### src/rtl/gb_irq_pkg.sv
// Shared types and constants for the Game Boy interrupt controller.
package gb_irq_pkg;

  localparam int unsigned NUM_IRQ_DEF = 5;

  typedef enum logic [2:0] {
    IRQ_VBLANK = 3'd0,
    IRQ_STAT   = 3'd1,
    IRQ_TIMER  = 3'd2,
    IRQ_SERIAL = 3'd3,
    IRQ_JOYPAD = 3'd4
  } irq_id_e;

  localparam logic [15:0] IF_ADDR      = 16'hFF0F;
  localparam logic [15:0] IE_ADDR      = 16'hFFFF;
  localparam logic [7:0]  IF_READ_MASK = 8'hE0;

  typedef logic [4:0] irq_vec_t;

endpackage

### src/rtl/gb_irq_prio_enc.sv
// Lowest-index-wins one-hot priority encoder with a valid flag.
module gb_irq_prio_enc #(
  parameter int unsigned W = 5
) (
  input  logic [W-1:0] req,
  output logic [W-1:0] grant,
  output logic         valid
);

  // Two's-complement trick isolates the lowest set bit.
  assign grant = req & (~req + W'(1));
  assign valid = |req;

endmodule

### src/rtl/gb_irq_ctrl.sv
// IF/IE register owner and CPU-side responder for interrupt requests and acknowledges.
// Optional GB_IRQ_EDGE_DETECT_EN: capture requests on rising edges instead of levels.
module gb_irq_ctrl #(
  parameter int unsigned NUM_IRQ = gb_irq_pkg::NUM_IRQ_DEF,
  parameter logic [15:0] IF_ADDR = gb_irq_pkg::IF_ADDR,
  parameter logic [15:0] IE_ADDR = gb_irq_pkg::IE_ADDR
) (
  input  logic               clk,
  input  logic               reset,
  input  logic [15:0]        addr_i,
  input  logic [7:0]         data_i,
  input  logic               drive_data_bus,
  input  logic               clear_interrupt_flag,
  input  logic [NUM_IRQ-1:0] irq_req_i,
  output logic [7:0]         data_o,
  output logic               sel_o,
  output logic [7:0]         reg_IF,
  output logic [7:0]         reg_IE,
  output logic               irq_pending_o,
  output logic [NUM_IRQ-1:0] ack_vec_o
);

  import gb_irq_pkg::*;

  logic [NUM_IRQ-1:0] if_q;
  logic [NUM_IRQ-1:0] if_nxt;
  logic [7:0]         ie_q;
  logic [NUM_IRQ-1:0] ack_vec_q;
  logic [NUM_IRQ-1:0] pend;
  logic [NUM_IRQ-1:0] ack_onehot;
  logic               ack_valid;
  logic [NUM_IRQ-1:0] req_cap;
  logic               hit_if;
  logic               hit_ie;
  logic               wr_if;
  logic               wr_ie;

  assign hit_if = (addr_i == IF_ADDR);
  assign hit_ie = (addr_i == IE_ADDR);
  assign wr_if  = drive_data_bus && hit_if;
  assign wr_ie  = drive_data_bus && hit_ie;

  // IE bits above the request count are storage only.
  assign pend = if_q & ie_q[NUM_IRQ-1:0];

  gb_irq_prio_enc #(.W(NUM_IRQ)) u_prio_enc (
    .req   (pend),
    .grant (ack_onehot),
    .valid (ack_valid)
  );

`ifdef GB_IRQ_EDGE_DETECT_EN
  logic [NUM_IRQ-1:0] req_hist_q;

  assign req_cap = irq_req_i & ~req_hist_q;

  always_ff @(posedge clk) begin
    if (reset) begin
      req_hist_q <= '0;
    end else begin
      req_hist_q <= irq_req_i;
    end
  end
`else
  assign req_cap = irq_req_i;
`endif

  // Write first, then clear the ack target (chosen from pre-write IF), then OR in requests.
  always_comb begin
    if_nxt = if_q;
    if (wr_if) begin
      if_nxt = data_i[NUM_IRQ-1:0];
    end
    if (clear_interrupt_flag) begin
      if_nxt = if_nxt & ~ack_onehot;
    end
    if_nxt = if_nxt | req_cap;
  end

  always_ff @(posedge clk) begin
    if (reset) begin
      if_q      <= '0;
      ie_q      <= 8'h00;
      ack_vec_q <= '0;
    end else begin
      if_q <= if_nxt;
      if (wr_ie) begin
        ie_q <= data_i;
      end
      if (clear_interrupt_flag) begin
        ack_vec_q <= ack_valid ? ack_onehot : '0;
      end
    end
  end

  // Zero-latency read mux; unused IF bits read back as ones.
  always_comb begin
    data_o = 8'h00;
    sel_o  = 1'b0;
    if (hit_if) begin
      sel_o  = 1'b1;
      data_o = IF_READ_MASK | 8'(if_q);
    end else if (hit_ie) begin
      sel_o  = 1'b1;
      data_o = ie_q;
    end
  end

  assign reg_IF        = 8'(if_q);
  assign reg_IE        = ie_q;
  assign irq_pending_o = |pend;
  assign ack_vec_o     = ack_vec_q;

endmodule
### config.mk
export PLATFORM = sky130hd
export DESIGN_NAME = gb_irq_ctrl
export DESIGN_NICKNAME = d
export VERILOG_FILES = /design/src/rtl/gb_irq_pkg.sv /design/src/rtl/gb_irq_prio_enc.sv /design/src/rtl/gb_irq_ctrl.sv
export SDC_FILE = /design/constraint.sdc
export NUM_CORES = 1
export LEC_CHECK = 0
export CORE_MARGIN = 5
export CORE_UTILIZATION = 55
export DETAILED_ROUTE_END_ITERATION = 6
export DONT_BUFFER_PORTS = 1
export PLACE_DENSITY = 0.7
export REMOVE_ABC_BUFFERS = 1
export SLEW_MARGIN = 25
export SYNTH_ARGS = -nofsm -noshare
export SYNTH_HDL_FRONTEND = slang
export SYNTH_SLANG_ARGS = --single-unit
### constraint.sdc
create_clock -name clk -period 7.4 [get_ports clk]
set_clock_uncertainty 0.1 [all_clocks]
set_input_delay 2.22 -clock clk [delete_from_list [all_inputs] [get_ports clk]]
set_output_delay 2.22 -clock clk [all_outputs]
set_load 0.005 [all_outputs]
==> Word level (Yosys, flattened, before mapping) <==
Cells that the tools add are included.
Widths: inputs -> output; s select.
{ "word_totals": {"ff_bits": 18, "in_bits": 33, "elab_cells": 22} }
{ "classes": {"add_sub_neg": 1, "eq_ne": 2, "mux": 7, "bitwise": 6, "n_reduce_logical": 3} }
{ "ops": {"columns": ["op", "count"], "rows": [
  ["$eq 16x16->1 const B", 2],
  ["$mux 8", 2],
  ["$and 5x5->5", 3],
  ["$mux 5", 3],
  ["$not 5->5", 2],
  ["$add 5x1->5 const B", 1],
  ["$or 5x5->5", 1],
  ["$reduce_or 5->1", 1],
  ["$logic_and 1x1->1", 2],
  ["$mux 1", 2]
]} }

==> Logic depth before layout (Yosys ltp) <==
Gate-level depths: netlist of the first run.
{ "depth": {"depth_word": 8, "mapped_depth": 6} }

==> By module <==
Synthesis of the first run repeated with hierarchy kept, for this count alone.
{ "hier_totals": {"hier_cells": 134, "hier_area_um2": 1146.1} }
{ "by_module_without_submodules": {"columns": ["module", "instances", "cells_each", "area_per_inst_um2"], "rows": [
  ["gb_irq_ctrl", 1, 127, 1091.0],
  ["gb_irq_prio_enc", 1, 7, 55.1]
]} }

==> Worst setup path after synthesis of the first run <==
No wires, ideal clock.
{ "synth_timing": {"kind": "input to output", "start": "in addr_i[4]", "end": "out data_o[5]", "t_arrival_ns": 3.758, "t_required_ns": 5.080, "path_slack_ns": 1.322, "cell_stages": 3, "n_path_buf": 0, "cell_sequence": "or4_4 a2111oi_0 o21a_1"} }
{ "synth_between": {"elab_chain_cells": 3} }
{ "synth_rtl": {"columns": ["item", "line", "text"], "rows": [
  ["start, declared", "gb_irq_ctrl.sv:10", "input logic [15:0] addr_i,"],
  ["$eq 16x16->1", "gb_irq_ctrl.sv:39", "assign hit_ie = (addr_i == IE_ADDR);"],
  ["$mux 8", "gb_irq_ctrl.sv:103", "end else if (hit_ie) begin"],
  ["$mux 8 *", "gb_irq_ctrl.sv:100", "if (hit_if) begin"],
  ["end, declared", "gb_irq_ctrl.sv:15", "output logic [7:0] data_o,"]
]} }
Mark *: on every way between the ends. The rest lies on a longest branch, timed or not.

==> Final worst setup path of the first run <==
{ "layout_timing": {"start": "in addr_i[4]", "end": "out data_o[1]"} }
Same word-level chain as after synthesis.

==> results of run 1 <==
-- worst paths after layout --
| check | from | endpoint | cells past startpoint |
|---|---|---|---|
| max reg2reg | if_q[0]$_SDFF_PP0_ | if_q[3]$_SDFF_PP0_ | 4 |
| min | ack_vec_o[1]$_SDFFE_PP0P_ | ack_vec_o[1]$_SDFFE_PP0P_ | 2 |
| max | addr_i[4] | data_o[1] | 4 |
| min reg2reg | ack_vec_o[1]$_SDFFE_PP0P_ | ack_vec_o[1]$_SDFFE_PP0P_ | 2 |
-- cells in the mapped netlist, drive strengths merged --
| cell type | count |
|---|---|
| and2 | 1 |
| o21ai | 3 |
| nor3 | 1 |
| nand3 | 10 |
| dfxtp | 18 |
| a222oi | 1 |
| nand2b | 4 |
| nor2 | 1 |
| a22oi | 2 |
| clkbuf | 7 |
| or4b | 1 |
| inv | 2 |
| nand2 | 17 |
| nor4 | 2 |
| a31o | 3 |
| nor2b | 3 |
| o21a | 3 |
| mux2i | 2 |
| a22o | 5 |
| o2111ai | 5 |
| a21oi | 7 |
| conb | 1 |
| nand4 | 10 |
| buf | 4 |
| a2111oi | 1 |
| a21boi | 1 |
| or4 | 2 |
| o311ai | 1 |
-- stage by stage --
| stage | area (µm²) | total power [mW] | hold slack [ps] |
|---|---|---|---|
| 6_report | 1000 | 0.174 | 389 |
| 5_1_grt | 1000 | 0.181 | 408 |
| 4_1_cts | 1000 | 0.176 | 393 |
| 3_5_place_dp | 968 | 0.116 | 376 |
| 3_3_place_gp | 968 | 0.116 | 379 |
| 2_1_floorplan | 912 | 0.113 | 360 |
-- final cells by class --
cell class              count  area (µm²)  area share, %
flip-flops and latches     18         360           35.9
clock buffers               4        36.3           3.61
multi-input cells          89         557           55.4
inverters                   2        7.51          0.747
well taps                  17        21.3           2.12
repair buffers              3        22.5           2.24
-- registers in the layout (all words and copies together) (netlist names) --
register,flops
ack_vec_o,5
if_q,5
reg_IE,8
-- power groups by stage --
stage | Sequential, mW | Combinational [mW] | Clock (mW)
finish | 0.104 | 0.00981 | 0.0598
floorplan | 0.105 | 0.00784 | 0
CTS | 0.104 | 0.00971 | 0.0618
detailed placement | 0.107 | 0.00961 | 0
global placement | 0.106 | 0.00934 | 0
global route | 0.105 | 0.0108 | 0.0656
-- worst reg2reg max path: stages (launching register included) --
cell and delay (ps):
dfxtp_1 380, a21boi_0 610, nand4_1 270, o2111ai_1 170, nand3_1 80
-- layout by cell type (no fill, tap or decap), drive strengths merged, types with 2 or more instances in the layout --
cell type	instances
a31o	3
nor2b	3
buf	3
mux2i	2
clkbuf	4
a22o	5
conb	3
o21a	3
o21ai	3
a21oi	7
a22oi	2
inv	2
nand2b	4
nand3	10
dfxtp	18
nor4	2
or4	2
nand4	10
nand2	17
o2111ai	5
-- cells by family (layout without fill, tap and decap cells) --
family                 after synthesis  in the layout  share of synthesized area (%)
AND/OR/NAND/NOR                     52             52                           28.9
AO/OA/AOI/OAI                       32             32                           24.7
flip-flops                          18             18                           37.6
buffers and inverters               13              9                           6.40
multiplexers                         2              2                           2.09
other                                1              3                          0.391
-- routing by layer --
layer | GRT usage [%] | vias to the layer above | wire (µm)
met2 | 31.4 | 58 | 1230
met4 | 3.49 | 0 | 12
li1 | - | 438 | -
met1 | 22.8 | 437 | 1030
met3 | 9.17 | 2 | 288
met5 | 0 | - | 0
==> results.ini, run 1 <==
[flow_run]
drv_cap=0

[final_layout]
layout-drive-gt1-share_pct=11.2
area_growth_pct=4.83
final_nets=150
fin_util_pct=59.5
n_fill_cell=159
antenna_cells=0
fin_cells=133

[yosys]
syn_avg_cell_area_um2=8.12
synth_cells=118
yosys-top-cells-area=dfxtp_1 38%, nand2_1 6.7%, nand4_1 6.5%, nand3_1 5.2%, a22o_1 4.6%
ys_seq_elements=18
yosysWarnings=0
synth.yosys.seq_area_share_pct=37.6
yosysTopAreaCell=dfxtp_1
synth_cell_type_count=31
synth_top_area_share_pct=37.6
syn_area_um2=958

[sta]
setup_violations=0
fin_crit_sh_pct=80.0
rsz0062_at_grt=no
relSlewSlack_pct=52.0
max_slew.worst_pin.slew_ps=714
setup_slack_ps=1480
hold_violations=0
fin_tns_setup_ps=0
fin_crit_ps=5920
timing.fmax_mhz=169
slew_violations=0

[critical_path]
crit_type=in -> out
r2r_slack_ps=5670
cp_slowest_cell=or4_4
critical_path_required_ps=5080
cp-start-kind=primary input
crit_family=simple AND/OR/NAND/NOR gates
critPathArrivalTime_ps=3600
cp_cell_sequence=or4_4 > nor4_2 > buf_4 > a22o_1
worst_setup_path_end_kind=primary output
path_buf_inv=1
slowest_delay_ps=530
path_max_fanout=6

[clocking]
cts.sinks=18
cts_buffers=3
cts_hold_buf=0
ctsResizeCount=0
clk_latency_ps=290
h-tree-depth=1
clk_pin_slew_ps=100
cts_buffer_depth=2
ctsRootBufferMaster=clkbuf_4
postCtsSetupRepairBufs=0
cts_tree=yes

[power]
intPower_uw=133
leakage_nw=0.342
switching_power_uw=40.7
clock_power_share_pct=34.4
pwr-share-seq_pct=60.0
combPwrFrac_pct=5.6
max-vdd-ir-drop_mv=0.103
p_per_area_nw_per_um2=173
swShare_pct=23.4

[drt]
wl_mm=2.56
wl_per_cell_um=19.3
vias=935
drc=0
via_per_inst=7.03
initialDrtViolationCount=30
ant_nets=0
drtPass1Iterations=4

[place]
placed_cells_incl_taps=129
portBuffers=0
dp_slack_ps=1470
gp_congestion=0.806

[floorplan]
fp.coreArea_um2=1690
die_h_um=51.7
io_pins=64
start_util_pct=56.7
dieArea_um2=2680
dieWidth_um=51.7
row_count=15

[hold_path]
hold_class=reg -> reg

[global_route]
antenna_found_initial=0
grt_pass1_wl_mm=3.92
grt.overflow.total=0
grt_max_degree=25
grtUsageTotal_pct=19.1
grt_pass1_vias=860

[outcome]
status=completed

No activity file was read; power rests on OpenSTA's default activity.
==> inputs of run 2 (changes only) <==
==> constraint.sdc (replaced) <==
create_clock -name clk -period 5.6 [get_ports clk]
set_clock_uncertainty 0.1 [all_clocks]
set_input_delay 1.68 -clock clk [delete_from_list [all_inputs] [get_ports clk]]
set_output_delay 1.68 -clock clk [all_outputs]
set_load 0.005 [all_outputs]
==> run 2 against run 1 <==
  * Critical path depth unchanged
  * Critical endpoint is now data_o[7]
  * Register-to-register slack worse by 1800 ps
  * Clock-buffer cell count did not move
  * Clock power increased by 33%
  * Sequential share of layout area unchanged
  * Via count shrank 1.1%
==> results.ini, run 2 (synthesis results as in run 1) <==
[outcome]
status=completed  ; unchanged

[clocking]
cts_buffers=3  ; unchanged
clk_latency_ps=290  ; about the same
h-tree-depth=1  ; unchanged
postCtsSetupRepairBufs=0  ; unchanged
cts_hold_buf=0  ; unchanged
ctsResizeCount=0  ; unchanged
cts_tree=yes  ; unchanged
cts_buffer_depth=2  ; unchanged
clk_pin_slew_ps=100  ; about the same
ctsRootBufferMaster=clkbuf_4  ; unchanged
cts.sinks=18  ; unchanged

[sta]
rsz0062_at_grt=no  ; unchanged
fin_tns_setup_ps=0  ; unchanged
setup_slack_ps=893  ; was 1480 ps
timing.fmax_mhz=212
slew_violations=0  ; unchanged
fin_crit_sh_pct=84.1
hold_violations=0  ; unchanged
max_slew.worst_pin.slew_ps=676  ; was 714 ps
setup_violations=0  ; unchanged
fin_crit_ps=4710
relSlewSlack_pct=54.5  ; was 52.0%

[final_layout]
layout-drive-gt1-share_pct=11.2  ; unchanged
fin_cells=133  ; unchanged
fin_area_um2=1000  ; unchanged
mostFrequentLayoutCell=dfxtp_1  ; unchanged
final_cell_mix=18 x dfxtp_1, 17 x nand2_1, 10 x nand4_1, 10 x nand3_1, 7 x a21oi_1  ; unchanged
antenna_cells=0  ; unchanged
area_growth_pct=4.83  ; unchanged
final_nets=150  ; unchanged
largest_reg_flops=8  ; unchanged

[global_route]
grt.overflow.total=0  ; unchanged
antenna_found_initial=0  ; unchanged
grt_pass1_wl_mm=3.95  ; was 3.92 mm
grtUsageTotal_pct=19.3  ; was 19.1%
grt_pass1_vias=811  ; was 860
grt_max_degree=25  ; unchanged

[critical_path]
slowest_delay_ps=530  ; about the same
cp-start-kind=primary input  ; unchanged
critical_path_required_ps=3820  ; was 5080 ps
critPathArrivalTime_ps=2930  ; was 3600 ps
path_buf_inv=1  ; unchanged
crit_family=simple AND/OR/NAND/NOR gates  ; unchanged
crit_type=in -> out  ; unchanged
cp_slowest_cell=or4_4  ; unchanged
cp_cell_sequence=or4_4 > a2111oi_0 > buf_4 > o21a_1  ; was or4_4 > nor4_2 > buf_4 > a22o_1
path_max_fanout=4  ; was 6
worst_setup_path_end_kind=primary output  ; unchanged

[flow_run]
drv_cap=0  ; unchanged

[hold_path]
hold_class=reg -> reg  ; unchanged

[floorplan]
fp.coreArea_um2=1690  ; unchanged
dieWidth_um=51.7  ; unchanged
dieArea_um2=2680  ; unchanged
row_count=15  ; unchanged
start_util_pct=56.7  ; unchanged
io_pins=64  ; unchanged
die_h_um=51.7  ; unchanged

[power]
leakage_nw=0.342  ; unchanged
power.total_uw=230  ; was 174 µW
p_per_area_nw_per_um2=229  ; was 173 nW/µm²
max-vdd-ir-drop_mv=0.160  ; was 0.103 mV

[place]
dp_slack_ps=886  ; was 1470 ps
placed_cells_incl_taps=129  ; unchanged
placed_cell_area_um2=968  ; unchanged
gp_congestion=0.799  ; was 0.806
dp_hpwl_mm=1.97
portBuffers=0  ; unchanged

[drt]
via_per_inst=6.95  ; was 7.03
wl_mm=2.56  ; about the same
initialDrtViolationCount=44  ; was 30
drc=0  ; unchanged
vias=925  ; was 935
drtPass1Iterations=4  ; unchanged
ant_nets=0  ; unchanged
wl_per_cell_um=19.2  ; was 19.3 µm

[run 2: tightest hold or removal path: stages, from the launching register on]
cell and delay, ps:
dfxtp_1 340, nand2b_1 70, a21oi_1 60
[run 2: layout make-up]
type | instances | area (µm²)
clock buffers | 4 | 36.3
well taps | 17 | 21.3
repair buffers | 3 | 22.5
multi-input cells | 89 | 557
flip-flops and latches | 18 | 360
fillers | 155 | 684
inverters | 2 | 7.51
[run 2: routing by layer]
layer / up-vias / track usage (%) / routed length (µm)
li1: 440 / - / -
met1: 424 / 24.4 / 1010
met2: 59 / 31.1 / 1220
met3: 2 / 7.16 / 317
met4: 0 / 4.80 / 12
met5: - / 0 / 0
[run 2: worst paths after layout]
check | from | end | slack, ps | depth (start not counted)
worst min-delay path | ack_vec_o[3]$_SDFFE_PP0P_ | ack_vec_o[3]$_SDFFE_PP0P_ | 390 | 2
worst max-delay path | addr_i[4] | data_o[7] | 890 | 4
worst min register to register | ack_vec_o[3]$_SDFFE_PP0P_ | ack_vec_o[3]$_SDFFE_PP0P_ | 390 | 2
worst max register to register | if_q[0]$_SDFF_PP0_ | if_q[3]$_SDFF_PP0_ | 3890 | 4
[run 2: through the flow]
stage	utilization, %	hold WS [ps]
final	59.5	392
after global routing	59.5	411
after CTS	59.5	393
after detailed placement	57.3	376
after global placement	57.3	379
after floorplan	-	360
[run 2: where the power goes]
group	total, mW	internal, mW	switching, mW	leakage [nW]
clock network	0.0796	0.0396	0.0400	0.0210
logic	0.0128	0.00498	0.00780	0.174
registers	0.138	0.132	0.00603	0.147
total	0.230	0.176	0.0539	0.342
==> inputs of run 3 (changes only) <==
--- a/config.mk
+++ b/config.mk
@@ -6,10 +6,10 @@
 export NUM_CORES = 1
 export LEC_CHECK = 0
 export CORE_MARGIN = 5
-export CORE_UTILIZATION = 55
+export CORE_UTILIZATION = 54
 export DETAILED_ROUTE_END_ITERATION = 6
 export DONT_BUFFER_PORTS = 1
-export PLACE_DENSITY = 0.7
+export PLACE_DENSITY = 0.72
 export REMOVE_ABC_BUFFERS = 1
 export SLEW_MARGIN = 25
 export SYNTH_ARGS = -nofsm -noshare
==> constraint.sdc (replaced) <==
create_clock -name clk -period 4.15 [get_ports clk]
set_clock_uncertainty 0.1 [all_clocks]
set_input_delay 1.245 -clock clk [delete_from_list [all_inputs] [get_ports clk]]
set_output_delay 1.245 -clock clk [all_outputs]
set_load 0.005 [all_outputs]
==> run 3 against run 2 <==
  * Non-clock buffer count is 1 higher
  * Critical path depth stayed put
  * Global-route usage is 0.17 points higher
  * Sequential cell count stayed put
  * Power is 26% higher
  * Worst hold slack worse by 2.0 ps
  * Core utilization is 0.43 points lower
  * Sequential power is 35% higher
  * Combinational power is 36% higher
  * Critical endpoint is now data_o[6]
  * Largest cell class unchanged
  * Highest routed layer unchanged
==> results.ini, run 3 (synthesis results as in run 1) <==
[sta]
fin_crit_ps=3890
timing.fmax_mhz=257
slew_violations=0  ; unchanged
relSlewSlack_pct=55.1  ; was 54.5%
setup_slack_ps=261  ; was 893 ps
rsz0062_at_grt=no  ; unchanged
setup_violations=0  ; unchanged
max_slew.worst_pin.slew_ps=672  ; was 676 ps
hold_violations=0  ; unchanged
fin_crit_sh_pct=93.7

[floorplan]
dieWidth_um=52.1  ; was 51.7 µm
dieArea_um2=2720  ; was 2680 µm²
fp.coreArea_um2=1710  ; was 1690 µm²
die_h_um=52.1  ; was 51.7 µm
io_pins=64  ; unchanged
start_util_pct=56.1  ; was 56.7%
row_count=15  ; unchanged

[final_layout]
layout-drive-gt1-share_pct=11.2  ; unchanged
area_growth_pct=5.22  ; was 4.83%
final_nets=151  ; was 150
mostFrequentLayoutCell=dfxtp_1  ; unchanged
largest_reg_flops=8  ; unchanged
antenna_cells=0  ; unchanged
n_fill_cell=171  ; was 155
final_cell_mix=18 x dfxtp_1, 17 x nand2_1, 10 x nand4_1, 10 x nand3_1, 7 x a21oi_1  ; unchanged

[drt]
wl_per_cell_um=19.1  ; was 19.2 µm
drtPass1Iterations=4  ; unchanged
wl_mm=2.69  ; was 2.56 mm
drc=0  ; unchanged
initialDrtViolationCount=28  ; was 44
via_per_inst=6.60  ; was 6.95
ant_nets=0  ; unchanged
vias=931  ; was 925

[clocking]
clk_latency_ps=300  ; was 290 ps
ctsRootBufferMaster=clkbuf_4  ; unchanged
cts_buffer_depth=2  ; unchanged
ctsResizeCount=0  ; unchanged
cts.sinks=18  ; unchanged
clk_pin_slew_ps=100  ; about the same
cts_tree=yes  ; unchanged
cts_hold_buf=0  ; unchanged
h-tree-depth=1  ; unchanged
postCtsSetupRepairBufs=0  ; unchanged
cts_buffers=3  ; unchanged

[outcome]
status=completed  ; unchanged

[critical_path]
path_buf_inv=1  ; unchanged
critical_path_required_ps=2800  ; was 3820 ps
cp-start-kind=primary input  ; unchanged
path_max_fanout=4  ; unchanged
critPathArrivalTime_ps=2540  ; was 2930 ps
cp_slowest_cell=or4_4  ; unchanged
crit_type=in -> out  ; unchanged
crit_family=compound AO/OA/AOI/OAI gates  ; was simple AND/OR/NAND/NOR gates
worst_setup_path_end_kind=primary output  ; unchanged
slowest_delay_ps=530  ; about the same
cp_cell_sequence=or4_4 > a2111oi_0 > buf_4 > o21a_1  ; unchanged

[flow_run]
drv_cap=0  ; unchanged

[hold_path]
hold_class=reg -> reg  ; unchanged

[global_route]
grt_max_degree=25  ; unchanged
grt_pass1_vias=860  ; was 811
antenna_found_initial=0  ; unchanged
grtUsageTotal_pct=19.5  ; was 19.3%
grt_pass1_wl_mm=3.97  ; was 3.95 mm
grt.overflow.total=0  ; unchanged

[power]
leakage_nw=0.341  ; was 0.342 nW
power.total_uw=291  ; was 230 µW
p_per_area_nw_per_um2=289  ; was 229 nW/µm²
max-vdd-ir-drop_mv=0.185  ; was 0.160 mV

[place]
portBuffers=0  ; unchanged
gp_congestion=0.744  ; was 0.799
dp_slack_ps=270  ; was 886 ps

run 3: where the power goes:
group          internal [mW]  total [mW]  switching (mW)
combinational        0.00672      0.0174          0.0107
clock                 0.0338      0.0875          0.0537
sequential             0.178       0.186         0.00837
total                  0.218       0.291          0.0728
run 3: path summary, 6_finish.rpt:
path	from	to	slack, ps	cells past startpoint
setup / recovery	addr_i[4]	data_o[6]	260	4
hold / removal	ack_vec_o[4]$_SDFFE_PP0P_	ack_vec_o[4]$_SDFFE_PP0P_	390	2
setup reg to reg	if_q[0]$_SDFF_PP0_	if_q[2]$_SDFF_PP0_	2460	4
hold reg to reg	ack_vec_o[4]$_SDFFE_PP0P_	ack_vec_o[4]$_SDFFE_PP0P_	390	2
run 3: area by class of cell:
| cell class | count | area [µm²] | share of cell area [%] |
|---|---|---|---|
| Timing Repair Buffer | 4 | 30.0 | 2.98 |
| Multi-Input combinational cell | 89 | 557 | 55.2 |
| Clock buffer | 3 | 22.5 | 2.23 |
| Tap cell | 25 | 31.3 | 3.10 |
| Sequential cell | 18 | 360 | 35.7 |
| Inverter | 2 | 7.51 | 0.744 |
run 3: per-layer routing:
metal  global-route usage, %  share of wire [%]
met5                       0                  0
met4                    5.96               0.82
met3                    8.02                 13
met2                    30.5                 47
met1                    24.4                 39
run 3: tightest hold or removal path, delay by kind of cell (launching register included):
kind	cells	cell delay, ps
compound gates	1	50
flops	1	340
simple gates	1	70
run 3: through the flow:
step	cells	utilization [%]	hold slack, ps	area [µm²]	TNS, ps
floorplan	109	-	360	912	-576
global placement	138	57.7	374	986	0
detailed placement	138	57.7	378	986	0
CTS	141	59.0	394	1010	0
global route	141	59.0	414	1010	0
finish	141	59.0	390	1010	0
